File: src/rtl/vga_timing_gen.sv
// Parametrised VGA/DVI raster timing generator: sync, blank, coordinates and line/frame strobes.
// Define VGA_TIMING_REG_OUT_EN to register all outputs (one CE-cycle latency, glitch-free sync).
module vga_timing_gen #(
    parameter int unsigned CW       = 10,
    parameter int unsigned H_ACTIVE = 640,
    parameter int unsigned H_FP     = 16,
    parameter int unsigned H_SYNC   = 96,
    parameter int unsigned H_BP     = 48,
    parameter int unsigned V_ACTIVE = 480,
    parameter int unsigned V_FP     = 10,
    parameter int unsigned V_SYNC   = 2,
    parameter int unsigned V_BP     = 33,
    parameter bit          HS_POL   = 1'b0,
    parameter bit          VS_POL   = 1'b0
) (
    input  logic          CLK,
    input  logic          RST,
    input  logic          CE,
    output logic          HS,
    output logic          VS,
    output logic [CW-1:0] x,
    output logic [CW-1:0] y,
    output logic          blank,
    output logic          line_start,
    output logic          frame_start
);

    localparam int unsigned H_TOTAL = H_ACTIVE + H_FP + H_SYNC + H_BP;
    localparam int unsigned V_TOTAL = V_ACTIVE + V_FP + V_SYNC + V_BP;
    localparam int unsigned W1      = CW + 1;

    if (H_TOTAL > (64'd1 << CW) || V_TOTAL > (64'd1 << CW)) begin : g_bad_params
        $error("vga_timing_gen: H_TOTAL or V_TOTAL does not fit in CW bits");
    end

    localparam logic [CW-1:0] H_LAST = CW'(H_TOTAL - 1);
    localparam logic [CW-1:0] V_LAST = CW'(V_TOTAL - 1);

    // One extra bit so a sync window ending exactly at 2**CW still compares correctly.
    localparam logic [W1-1:0] H_AE = W1'(H_ACTIVE);
    localparam logic [W1-1:0] H_SS = W1'(H_ACTIVE + H_FP);
    localparam logic [W1-1:0] H_SE = W1'(H_ACTIVE + H_FP + H_SYNC);
    localparam logic [W1-1:0] V_AE = W1'(V_ACTIVE);
    localparam logic [W1-1:0] V_SS = W1'(V_ACTIVE + V_FP);
    localparam logic [W1-1:0] V_SE = W1'(V_ACTIVE + V_FP + V_SYNC);

    logic [CW-1:0] hc_q, hc_d, vc_q, vc_d;
    logic [W1-1:0] hc_x, vc_x;
    logic          hs_c, vs_c, blank_c, ls_c, fs_c;

    always_comb begin
        hc_d = hc_q;
        vc_d = vc_q;
        if (CE) begin
            if (hc_q == H_LAST) begin
                hc_d = '0;
                vc_d = (vc_q == V_LAST) ? '0 : vc_q + 1'b1;
            end else begin
                hc_d = hc_q + 1'b1;
            end
        end
    end

    always_ff @(posedge CLK) begin
        if (RST) begin
            hc_q <= '0;
            vc_q <= '0;
        end else begin
            hc_q <= hc_d;
            vc_q <= vc_d;
        end
    end

    always_comb begin
        hc_x    = {1'b0, hc_q};
        vc_x    = {1'b0, vc_q};
        hs_c    = (hc_x >= H_SS && hc_x < H_SE) ? HS_POL : ~HS_POL;
        vs_c    = (vc_x >= V_SS && vc_x < V_SE) ? VS_POL : ~VS_POL;
        blank_c = (hc_x >= H_AE) || (vc_x >= V_AE);
        ls_c    = CE && (hc_q == '0);
        fs_c    = ls_c && (vc_q == '0);
    end

`ifdef VGA_TIMING_REG_OUT_EN
    always_ff @(posedge CLK) begin
        if (RST) begin
            HS          <= ~HS_POL;
            VS          <= ~VS_POL;
            blank       <= 1'b1;
            x           <= '0;
            y           <= '0;
            line_start  <= 1'b0;
            frame_start <= 1'b0;
        end else begin
            // Strobes reload every clock so they stay single-CLK pulses under a sparse CE.
            line_start  <= ls_c;
            frame_start <= fs_c;
            if (CE) begin
                HS    <= hs_c;
                VS    <= vs_c;
                blank <= blank_c;
                x     <= hc_q;
                y     <= vc_q;
            end
        end
    end
`else
    always_comb begin
        HS          = hs_c;
        VS          = vs_c;
        blank       = blank_c;
        x           = hc_q;
        y           = vc_q;
        line_start  = ls_c;
        frame_start = fs_c;
    end
`endif

endmodule

File: config.mk
export PLATFORM = sky130hd
export DESIGN_NAME = vga_timing_gen
export DESIGN_NICKNAME = d
export VERILOG_FILES = /design/src/rtl/vga_timing_gen.sv
export SDC_FILE = /design/constraint.sdc
export NUM_CORES = 1
export LEC_CHECK = 0
export BUFFER_PORTS_ARGS = -buffer_cell sky130_fd_sc_hd__buf_2
export CAP_MARGIN = 20
export CORE_MARGIN = 2
export CORE_UTILIZATION = 50
export DETAILED_ROUTE_END_ITERATION = 8
export GPL_TIMING_DRIVEN = 0
export PLACE_DENSITY = 0.74
export SLEW_MARGIN = 30
export SYNTH_ARGS = -nofsm -noshare
export SYNTH_HDL_FRONTEND = slang
export SYNTH_SLANG_ARGS = --single-unit
File: constraint.sdc
create_clock -name CLK -period 3.3 [get_ports CLK]
set_input_delay 0.165 -clock CLK [delete_from_list [all_inputs] [get_ports CLK]]
set_output_delay 0.165 -clock CLK [all_outputs]
set_load 0.02 [all_outputs]
After elaboration in Yosys (flattened, before gate mapping)
Cells that the tools add are included.

word-level totals
  input bits = 3
  bits in latches = 0
  flip-flop bits (word level) = 20
  bits in writable memories = 0
  memories = 0
  ROM bits = 0
  output and inout port bits = 25

operators by class
  shift-type cells = 0
  multipliers = 0
  bitwise gates (word level) = 0
  div/mod/pow operators = 0
  $lt $le $gt $ge = 6
  equality and inequality tests = 2
  mux-type cells = 4
  reductions and logical operators = 8
  add/subtract/negate cells = 2

operators by type and width
  cell                     count
  $add A10 B1 Y10 const B  2
  $eq A10 B10 Y1 const B   2
  $ge A10 B10 Y1 const B   2
  $ge A10 B9 Y1 const B    2
  $logic_not A10 Y1        2
  $mux W10                 2
  $lt A10 B10 Y1 const B   1
  $lt A10 B9 Y1 const B    1
  $logic_and A1 B1 Y1      4
  $mux W1                  2
  $reduce_and A2 Y1        1
  $logic_or A1 B1 Y1       1

Depth between registers and ports, before layout
  depth after elaboration = 3
  gate-level depth with buffers = 6
  mapped depth without buffers = 6

Least setup slack after synthesis
Ideal clock, no wire load.

  path type = reg2reg
  start = register hc_q[0] (netlist: x[0])
  end = register vc_q[9] (netlist: y[9])
  slack = 1374 ps
  arrival time = 1855 ps
  setup time = 71 ps
  required time = 3229 ps
  stages on the path, launching flop included = 6
  clock period less this slack = 1926 ps
  path through = dfxtp_1 > ha_1 > nand4bb_1 > or4_4 > or3_1 > a21oi_1

on the way
  longest elaborated chain between the ends = 2

ends and longest elaborated chain
  item                                line  text
  start, declared                     47    logic [CW-1:0] hc_q, hc_d, vc_q, vc_d;
  start signal, assigned              66    hc_q <= '0;
  start signal, assigned              69    hc_q <= hc_d;
  $eq A10 B10 Y1                      55    if (hc_q == H_LAST) begin
  $reduce_and A2 Y1 (no source line)  --
  end signal, assigned                70    vc_q <= vc_d;
  end, declared                       47

No other way between the ends.
A chain may end at the register's enable or synchronous reset.

Worst setup path in the final report
Ends and elaborated chain as after synthesis.

==> flow_summary.ini <==
[die]
die_x_um = 51.11
core_area_sq_um = 2148
initial_core_util_pct = 51.66
rows = 17
io_pins = 28
die_h_um = 51.11
die_area_sq_um = 2612

[drt]
post_drt_wl_per_cell_um = 13.10
first_pass_iters = 4
wirelength_mm = 2.475
drtIter0Drc = 19
vias = 1041
via_per_inst = 5.508
drc_errors = 0
ant_nets = 0

[outcome]
status = finished, final reports clean

[critical_path]
worst-path-max-fanout = 5
start_kind = register
crit_arrival_ns = 2.18
endpoint_kind = register
reg2reg_depth = 5
required_ns = 3.54
worstSetupPathType = register to register

[clocking]
insertion_delay_ns = 0.30
clockRootBuffer = clkbuf_4
clkTransAtPathRegs_ns = 0.11
cts_resized = 0
cts_tree = built
post_cts_buffers = 0
hold_buffers = 0
clockBufferDepth = 2
cts_buffers = 3
htree_num_levels = 1
cts_num_sinks = 20

[timing]
max_slew_margin_pct = 62.87
finClkSkew_ns = 0.004177
hold_slack_ns = 0.1121
rsz0062_at_grt = no
final_hold_viol_count = 0
tns_ns = 0
tightest_slew_ns = 0.5559
layout_min_cycle_time_ns = 1.938
setup_viol = 0
finalCritPeriodShare_pct = 58.72
drv_slew = 0
max_freq_ghz = 0.5161

[global_routing]
grt_pass1_vias = 847
overflow = 0
grt_max_degree = 12
grt.total_usage_pct = 20.20
antenna_found_initial = 0
grt_pass1_wl_mm = 3.974

[power_and_ir_drop]
total_power_w = 0.0004217
power.switching_w = 0.00009933
intPower_w = 0.0003223
p_leak_nw = 0.5473
p_per_area_nw_per_um2 = 321.6
p_comb_share_pct = 7.4
sequentialPowerShare_pct = 58.5
ir_drop_mv = 0.3297
switching_share_pct = 23.56
p_clk_share_pct = 34.1

[synthesis]
synth-edff-count = 0
ys_dominant_reg_cell = dfxtp_1
ys_warn_count = 0
netlist_area_sq_um = 1110
syn_nets = 139
synth_cells = 131
seq_area_frac_synth_pct = 36.08
synth_cell_type_count = 32
avgSynthCellArea_sq_um = 8.472
ys_seq_elements = 20
async_reset_ff_share_pct = 0

[finish]
final_common_cell = buf_2
mostFrequentLayoutCells = buf_2, dfxtp_1, nor2_1
syn_to_final_growth_pct = 18.15
fin_util_pct = 61.04
post_route_cells_drive_above_1_share_pct = 22.36
stdcell_count = 189
fillCellCount = 210
nets = 170
diodes = 0

[hold_path]
worstHoldPathCells = 2
hp-class = primary input to register

[place]
hpwl_mm = 1.843
dp.cells = 185
gp_congestion = 0.8075
port_buffers = 26

[run]
max-cap-violations = 0
==> through the flow <==
stage / instance area [sq um] / setup WS, ns
2_1_floorplan: 1110 / 1.374
3_3_place_gp: 1275 / 1.424
3_5_place_dp: 1275 / 1.384
4_1_cts: 1311 / 1.356
5_1_grt: 1311 / 1.224
6_report: 1311 / 1.362
==> sequential cells by signal (all words and copies together) (netlist names) <==
| signal | flops |
|---|---|
| y | 10 |
| x | 10 |
==> per-layer routing <==
metal  part of all wire [%]  track usage, %  vias up
met5                      0               0        -
met3                    4.1           2.924        4
met1                     49           28.02      481
met2                     45           31.39       24
li1                       -               -      532
met4                    1.7           8.108        0
==> synthesized netlist by cell type, drive strengths merged (3+ instances only) <==
master | number | area, sq um
a21oi | 6 | 30.03
and3 | 3 | 18.77
and4 | 4 | 35.03
clkbuf | 3 | 11.26
dfxtp | 20 | 400.4
ha | 5 | 62.56
inv | 6 | 22.52
nand2 | 5 | 18.77
nand3 | 10 | 50.05
nand4 | 6 | 37.54
nor2 | 17 | 63.81
nor2b | 3 | 18.77
nor4 | 3 | 18.77
o21ai | 4 | 20.02
or4 | 4 | 33.78
xnor2 | 7 | 61.31
xor2 | 6 | 52.55
==> power groups by stage <==
stage          Sequential (W)  Clock, W  Combinational, W
2_1_floorplan        0.000255         0         0.0000179
3_3_place_gp         0.000252         0         0.0000308
3_5_place_dp         0.000252         0         0.0000316
4_1_cts              0.000247  0.000151         0.0000316
5_1_grt              0.000247  0.000156         0.0000344
6_report             0.000247  0.000144         0.0000311
==> path summary, 6_finish.rpt <==
path	end	slack [ns]	start
max	y[9]$_SDFFE_PP0P_	1.36	x[0]$_SDFFE_PP0P_
min	y[1]$_SDFFE_PP0P_	0.11	RST
max reg2reg	y[9]$_SDFFE_PP0P_	1.36	x[0]$_SDFFE_PP0P_
min reg2reg	x[1]$_SDFFE_PP0P_	0.53	x[1]$_SDFFE_PP0P_
==> worst max-delay path: stages, from the launching register on <==
cell and delay (ns):
dfxtp_1 0.42, ha_1 0.25, nand4bb_1 0.17, or4_4 0.59
or3_1 0.32, a21oi_1 0.13
==> kinds of logic after synthesis <==
group	share of synthesized area, %
xor+xnor	10.26
buf+inv	3.946
flops	36.08
fa+ha+maj	5.637
compound gates	7.891
simple gates	36.19
==> final cells by class <==
| type | count | area, sq um | area share [%] |
|---|---|---|---|
| multi-input combinational | 100 | 665.6 | 50.76 |
| sequential | 20 | 400.4 | 30.53 |
| timing repair buffer | 26 | 130.1 | 9.924 |
| clock buffer | 4 | 36.28 | 2.767 |
| tap | 28 | 35.03 | 2.672 |
| inverter | 6 | 22.52 | 1.718 |
| buffer | 5 | 21.27 | 1.622 |
Note: power is estimated with default switching activity, not from simulation.
